--- src/rtl/operand_entry_ctrl_pkg.sv ---
// Shared types and defaults for the operand entry front-end: FSM state
// encoding, operand width and debounce timing.
package operand_entry_ctrl_pkg;

    localparam int unsigned DATA_W_DEF          = 4;
    localparam int unsigned DEBOUNCE_CYCLES_DEF = 240000;

    typedef enum logic [0:0] {
        EDIT = 1'b0,
        SHOW = 1'b1
    } state_e;

    // Counter width for a given debounce length; never narrower than one bit.
    function automatic int unsigned cnt_w(input int unsigned cycles);
        return (cycles > 1) ? $clog2(cycles) : 1;
    endfunction

    localparam int unsigned CNT_W_DEF = cnt_w(DEBOUNCE_CYCLES_DEF);

endpackage

--- src/rtl/key_debounce.sv ---
// One push-button channel: 2-FF synchroniser, stability counter and a
// registered one-cycle pulse on each accepted press (debounced 1->0).
module key_debounce
    import operand_entry_ctrl_pkg::*;
#(
    parameter int unsigned DEBOUNCE_CYCLES = DEBOUNCE_CYCLES_DEF
) (
    input  logic clk,
    input  logic rst_n,
    input  logic raw_n_i,
    output logic press_o
);

    localparam int unsigned CNT_W = cnt_w(DEBOUNCE_CYCLES);

    logic [1:0]       sync_q;
    logic             lvl_q, lvl_d;
    logic             lvl_dly_q;
    logic [CNT_W-1:0] cnt_q, cnt_d;
    logic             press_q, press_d;

    // A level is accepted only after it has differed for DEBOUNCE_CYCLES cycles.
    always_comb begin
        cnt_d   = '0;
        lvl_d   = lvl_q;
        press_d = lvl_dly_q & ~lvl_q;
        if (sync_q[1] != lvl_q) begin
            if (cnt_q == CNT_W'(DEBOUNCE_CYCLES - 1)) begin
                lvl_d = sync_q[1];
            end else begin
                cnt_d = cnt_q + CNT_W'(1);
            end
        end
    end

    always_ff @(posedge clk or negedge rst_n) begin
        if (!rst_n) begin
            sync_q    <= 2'b11;
            lvl_q     <= 1'b1;
            lvl_dly_q <= 1'b1;
            cnt_q     <= '0;
            press_q   <= 1'b0;
        end else begin
            sync_q    <= {sync_q[0], raw_n_i};
            lvl_q     <= lvl_d;
            lvl_dly_q <= lvl_q;
            cnt_q     <= cnt_d;
            press_q   <= press_d;
        end
    end

    assign press_o = press_q;

endmodule

--- src/rtl/operand_entry_ctrl.sv ---
// Operand entry front-end: debounced load/calculate keys drive operand
// registers and the EDIT/SHOW display mode for the downstream adder stage.
module operand_entry_ctrl
    import operand_entry_ctrl_pkg::*;
#(
    parameter int unsigned DATA_W          = DATA_W_DEF,
    parameter int unsigned DEBOUNCE_CYCLES = DEBOUNCE_CYCLES_DEF
) (
    input  logic              clk,
    input  logic              rst_n,
    input  logic [DATA_W-1:0] sw,
    input  logic              key_a_n,
    input  logic              key_b_n,
    input  logic              key_cal_n,
    output logic [DATA_W-1:0] op_a,
    output logic [DATA_W-1:0] op_b,
    output logic              op_valid,
    output logic              show_result,
    output logic              calc_pulse
);

    logic press_a, press_b, press_cal;

    key_debounce #(.DEBOUNCE_CYCLES(DEBOUNCE_CYCLES)) u_deb_a (
        .clk(clk), .rst_n(rst_n), .raw_n_i(key_a_n), .press_o(press_a)
    );
    key_debounce #(.DEBOUNCE_CYCLES(DEBOUNCE_CYCLES)) u_deb_b (
        .clk(clk), .rst_n(rst_n), .raw_n_i(key_b_n), .press_o(press_b)
    );
    key_debounce #(.DEBOUNCE_CYCLES(DEBOUNCE_CYCLES)) u_deb_cal (
        .clk(clk), .rst_n(rst_n), .raw_n_i(key_cal_n), .press_o(press_cal)
    );

    state_e            state_q, state_d;
    logic [DATA_W-1:0] op_a_q, op_a_d;
    logic [DATA_W-1:0] op_b_q, op_b_d;
    logic              a_vld_q, a_vld_d;
    logic              b_vld_q, b_vld_d;
    logic              op_valid_q, op_valid_d;
    logic              calc_q, calc_d;
    logic              load;

    // Loads always win over a same-cycle calculate press.
    always_comb begin
        state_d = state_q;
        op_a_d  = op_a_q;
        op_b_d  = op_b_q;
        a_vld_d = a_vld_q;
        b_vld_d = b_vld_q;
        calc_d  = 1'b0;
        load    = press_a | press_b;
        if (press_a) begin
            op_a_d  = sw;
            a_vld_d = 1'b1;
        end
        if (press_b) begin
            op_b_d  = sw;
            b_vld_d = 1'b1;
        end
        case (state_q)
            EDIT: begin
                if (press_cal && a_vld_q && b_vld_q && !load) begin
                    state_d = SHOW;
                    calc_d  = 1'b1;
                end
            end
            SHOW: begin
                if (load) begin
                    state_d = EDIT;
                end
            end
            default: state_d = EDIT;
        endcase
        op_valid_d = a_vld_d & b_vld_d;
    end

    always_ff @(posedge clk or negedge rst_n) begin
        if (!rst_n) begin
            state_q    <= EDIT;
            op_a_q     <= '0;
            op_b_q     <= '0;
            a_vld_q    <= 1'b0;
            b_vld_q    <= 1'b0;
            op_valid_q <= 1'b0;
            calc_q     <= 1'b0;
        end else begin
            state_q    <= state_d;
            op_a_q     <= op_a_d;
            op_b_q     <= op_b_d;
            a_vld_q    <= a_vld_d;
            b_vld_q    <= b_vld_d;
            op_valid_q <= op_valid_d;
            calc_q     <= calc_d;
        end
    end

    assign op_a        = op_a_q;
    assign op_b        = op_b_q;
    assign op_valid    = op_valid_q;
    assign show_result = (state_q == SHOW);
    assign calc_pulse  = calc_q;

endmodule
--- config.mk ---
export PLATFORM = sky130hd
export DESIGN_NAME = operand_entry_ctrl
export DESIGN_NICKNAME = d
export VERILOG_FILES = /design/src/rtl/operand_entry_ctrl_pkg.sv /design/src/rtl/key_debounce.sv /design/src/rtl/operand_entry_ctrl.sv
export SDC_FILE = /design/constraint.sdc
export NUM_CORES = 1
export LEC_CHECK = 0
export CAP_MARGIN = 40
export CORE_MARGIN = 2
export CORE_UTILIZATION = 40
export CTS_BUF_LIST = sky130_fd_sc_hd__clkbuf_4 sky130_fd_sc_hd__clkbuf_8 sky130_fd_sc_hd__clkbuf_16
export DETAILED_ROUTE_END_ITERATION = 10
export GPL_TIMING_DRIVEN = 0
export PLACE_DENSITY = 0.59
export SETUP_SLACK_MARGIN = 0.05
export SLEW_MARGIN = 0
export SYNTH_ARGS = -nofsm -noshare
export SYNTH_HDL_FRONTEND = slang
export SYNTH_SLANG_ARGS = --single-unit
--- constraint.sdc ---
create_clock -name clk -period 1.9 [get_ports clk]
set_clock_uncertainty 0.2 [all_clocks]
set_input_delay 0.38 -clock clk [delete_from_list [all_inputs] [get_ports clk]]
set_output_delay 0.38 -clock clk [all_outputs]
set_load 0.005 [all_outputs]
==> summary by stage <==
Run status
The flow ran to the end, but the final reports show violations. The final reports fail on setup timing.

Timing
The slack of the critical path is -0.07721 ns. The max-slew headroom at the worst pin is 0.6468. Dividing the final minimum period by the clock period gives 1.041.

Subtracting the final worst setup slack from the clock period gives 1.977 ns. Setup repair after global routing could not meet its margin everywhere. Setup violations remaining at the end of the flow were counted as 35. The number of slew-limit violations in the final report is 0.

Hold timing on the final database bottoms out at a slack of 0.1609 ns. Timing would allow up to 0.5058 GHz. The count of endpoints failing hold in the final timing report was 0. At the pin with the least slew margin, the transition time is 0.5298 ns. The total negative setup slack is -1.525 ns.

Worst setup path
The worst setup path is captured at a register. STA puts the critical path data required time at 1.94 ns. The first element of the critical path is u_deb_cal.cnt_q[7]. The startpoint identified for the worst register-to-register timing path is u_deb_cal.cnt_q[7]. Data on the critical path arrives at its endpoint at 2.02 ns. The startpoint kind of the worst setup timing path is a register. The highest net fanout along the worst path is 5. The kind of critical path is register to register.

Drt
The number of antenna-violating nets in the routed design is 0. The number of design-rule violations left by the first detailed-router iteration is 88. The total number of vias is 2,701. The number of design rule violations left after detail routing is 0. The final wirelength is 7279 µm. After detailed routing, the number of vias per cell comes to 5.234. In the final routed layout, each cell accounts on average for 14.11 µm.

The number of iterations in the first detailed-routing pass is 4.

Clocking
The longest clock path from root to sink contains 2 buffers. After clock tree synthesis, the clock-pin slew on the worst setup and hold paths is 0.08 ns. The CTS sink count is 82. The clock tree from TritonCTS is built. The number of clock buffers added by TritonCTS is 9. The H-tree was split into 3 levels.

The clock root buffer is clkbuf_8. The later-pin clock latency in the skew report is 0.36 ns.

Synth
The largest area contributor in the synthesized netlist is dfrtp_1. In the post-synthesis netlist, the cell with the most instances is dfrtp_1. The post-synthesis instance area is 3694 µm². The share of the Yosys chip area taken by registers is 0.5596.

Yosys mapped the design onto 40 distinct sky130hd cell types. The share of synthesized area in the top cell type comes to 0.4743. The top flip-flop cell by instance count after synthesis is dfrtp_1. Counting flops and latches in the post-synthesis netlist gives 82. The number of standard cells after synthesis is 329. Yosys attributes the largest share of cell area to dfrtp_1, dfstp_2, xnor2_1. By count the netlist is led by dfrtp_1, nor2_1, xnor2_1. During synthesis, Yosys emitted a total of 0 warnings. The synthesized area divided by synthesized cell count is 11.23 µm². The share of flip-flops with an asynchronous set or reset is 1.000.

Synthesis produced a netlist with a net count of 341. In this run, synthesis inferred 0 flip-flops with an integrated enable.

Power and ir drop
Of the total power, the clock network draws 0.402. Of the total power, combinational logic draws 0.055. Of the total power, the share spent switching nets is 0.2234. The highest ir drop seen on vdd is 0.0004214 V. The post-layout total power is 0.003304 W. The standby leakage power is 2.028 nW. Power spread over the standard cell area amounts to 667.7 nW/µm². The share of total power dissipated in sequential elements is 0.543. The internal portion of the total power is 0.002566 W.

In this run the power spent charging and discharging nets is 0.0007379 W.

Final layout
The fill cell total of the finished layout is 760. 0 antenna diodes ended up in the layout. The total number of nets in the final design is 412. The layout overhead on the synthesized area is 33.98%. The fraction of layout instances using a drive strength above 1 is 0.4123. For this run, the share of the core covered by cells in the final layout is 0.5433.

Placement
During placement, the flow inserted port buffers numbering 19. The HPWL after detailed placement is 4226 µm. The final weighted congestion in routability-driven placement is 0.7973.

Global routing
The maximum number of pins on one net before global-route repair is 43. The initial antenna violation count was 0. Summed over all layers, the global routing overflow is 0.

The total routing resource utilization after global routing is 0.1507. The global-route wire length before repair is 12,080 µm. The number of global-route vias before repair came to 2,612.

Floorplanning
The I/O pin total is 20. For this configuration, the core starts out at a cell density of 0.4055. The area of the die is 10,020 µm². The cell row count is 35. The die is 100.1 µm tall. The floorplan step defined a core boundary enclosing 9109 µm². From left edge to right edge, the die measures 100.1 µm.

Hold path
The worst hold path startpoint is u_deb_b.sync_q[0]. The tightest min-delay check is of the register to register type.

Job
Max-cap violations in this run came to 0.
-- stage by stage --
stage / setup slack (ns) / std cells / area (µm²)
3_3_place_gp: -2.662 / 459 / 4029
3_5_place_dp: -0.2191 / 460 / 4046
5_1_grt: -0.1254 / 516 / 4949
6_report: -0.07721 / 516 / 4949
4_1_cts: -0.03387 / 499 / 4551
2_1_floorplan: -0.001629 / 329 / 3700
-- power groups by stage --
| stage | Combinational (W) | Clock [W] | Sequential (W) |
|---|---|---|---|
| final | 0.000181 | 0.00133 | 0.00179 |
| after global routing | 0.000203 | 0.00144 | 0.00180 |
| after CTS | 0.000157 | 0.00137 | 0.00179 |
| after detailed placement | 0.000126 | 0 | 0.00182 |
| after global placement | 0.000121 | 0 | 0.00182 |
| after floorplan | 0.0000566 | 0 | 0.00182 |
-- layer usage --
metal	up-vias	global-route usage	share of wire
li1	1303	-	-
met3	14	0.02925	0.025
met2	36	0.2375	0.47
met4	0	0.07798	0.022
met1	1348	0.1986	0.48
met5	-	0	0
-- critical path, cell delays in order, from the launching register on --
cell,delay [ns]
dfrtp_1,0.43
or4_4,0.57
o31ai_4,0.43
buf_6,0.20
nor2_2,0.04
-- logic make-up (layout without fill, tap and decap cells) --
group	after synthesis	count (layout)	share of synthesized area
multiplexers	11	11	0.03354
AND/OR/NAND/NOR	149	149	0.2232
flip-flops	82	82	0.5596
adder cells (fa/ha/maj)	3	3	0.01016
XOR/XNOR	40	40	0.09485
buffers and inverters	18	94	0.02574
AO/OA/AOI/OAI	26	26	0.05285
-- cells in the final DEF (no fill, tap or decap), drive strengths merged, types with 12 or more instances in the layout --
cell and count:
nor2 47, nand3 17, dfrtp 70, clkbuf 14, xnor2 23, buf 48
nand2 16, dfstp 12, clkdlybuf4s50 18, nand4 14, xor2 17
-- layout make-up --
| type | count | area [µm²] | area share |
|---|---|---|---|
| multi-input cells | 229 | 1843 | 0.3724 |
| clock buffers | 12 | 165.2 | 0.03338 |
| well taps | 111 | 138.9 | 0.02807 |
| flip-flops and latches | 82 | 2077 | 0.4197 |
| plain buffers | 8 | 78.83 | 0.01593 |
| repair buffers | 61 | 563.0 | 0.1138 |
| inverters | 9 | 33.78 | 0.006827 |
| clock inverters | 4 | 48.80 | 0.009861 |
-- repair_timing --
item | in CTS | in global routing
setup buffers | 20 | 17
resized for setup | 34 | 75
endpoints found under the hold margin | 36 | 0
hold buffers | 1 | 0
cloned | 3 | 0
endpoints found under the setup margin | 53 | 54
pin swaps | 20 | 16
-- flip-flops by register name (all words and copies together) (netlist names), 2 cells and up --
register          flops
u_deb_a.cnt_q        18
u_deb_b.cnt_q        18
u_deb_cal.cnt_q      18
op_a                  4
op_b                  4
u_deb_a.sync_q        2
u_deb_b.sync_q        2
u_deb_cal.sync_q      2
-- worst paths after layout --
kind | slack [ns] | end | cells past startpoint
min | 0.16 | u_deb_b.sync_q[1] | 0
min reg2reg | 0.16 | u_deb_b.sync_q[1] | 0
max | -0.08 | u_deb_cal.cnt_q[16] | 4
min in group asynchronous | 0.34 | op_a[0] | 2
max in group asynchronous | 0.50 | u_deb_b.sync_q[0] | 3
max reg2reg | -0.08 | u_deb_cal.cnt_q[16] | 4
(Power assumes the default switching activity.)
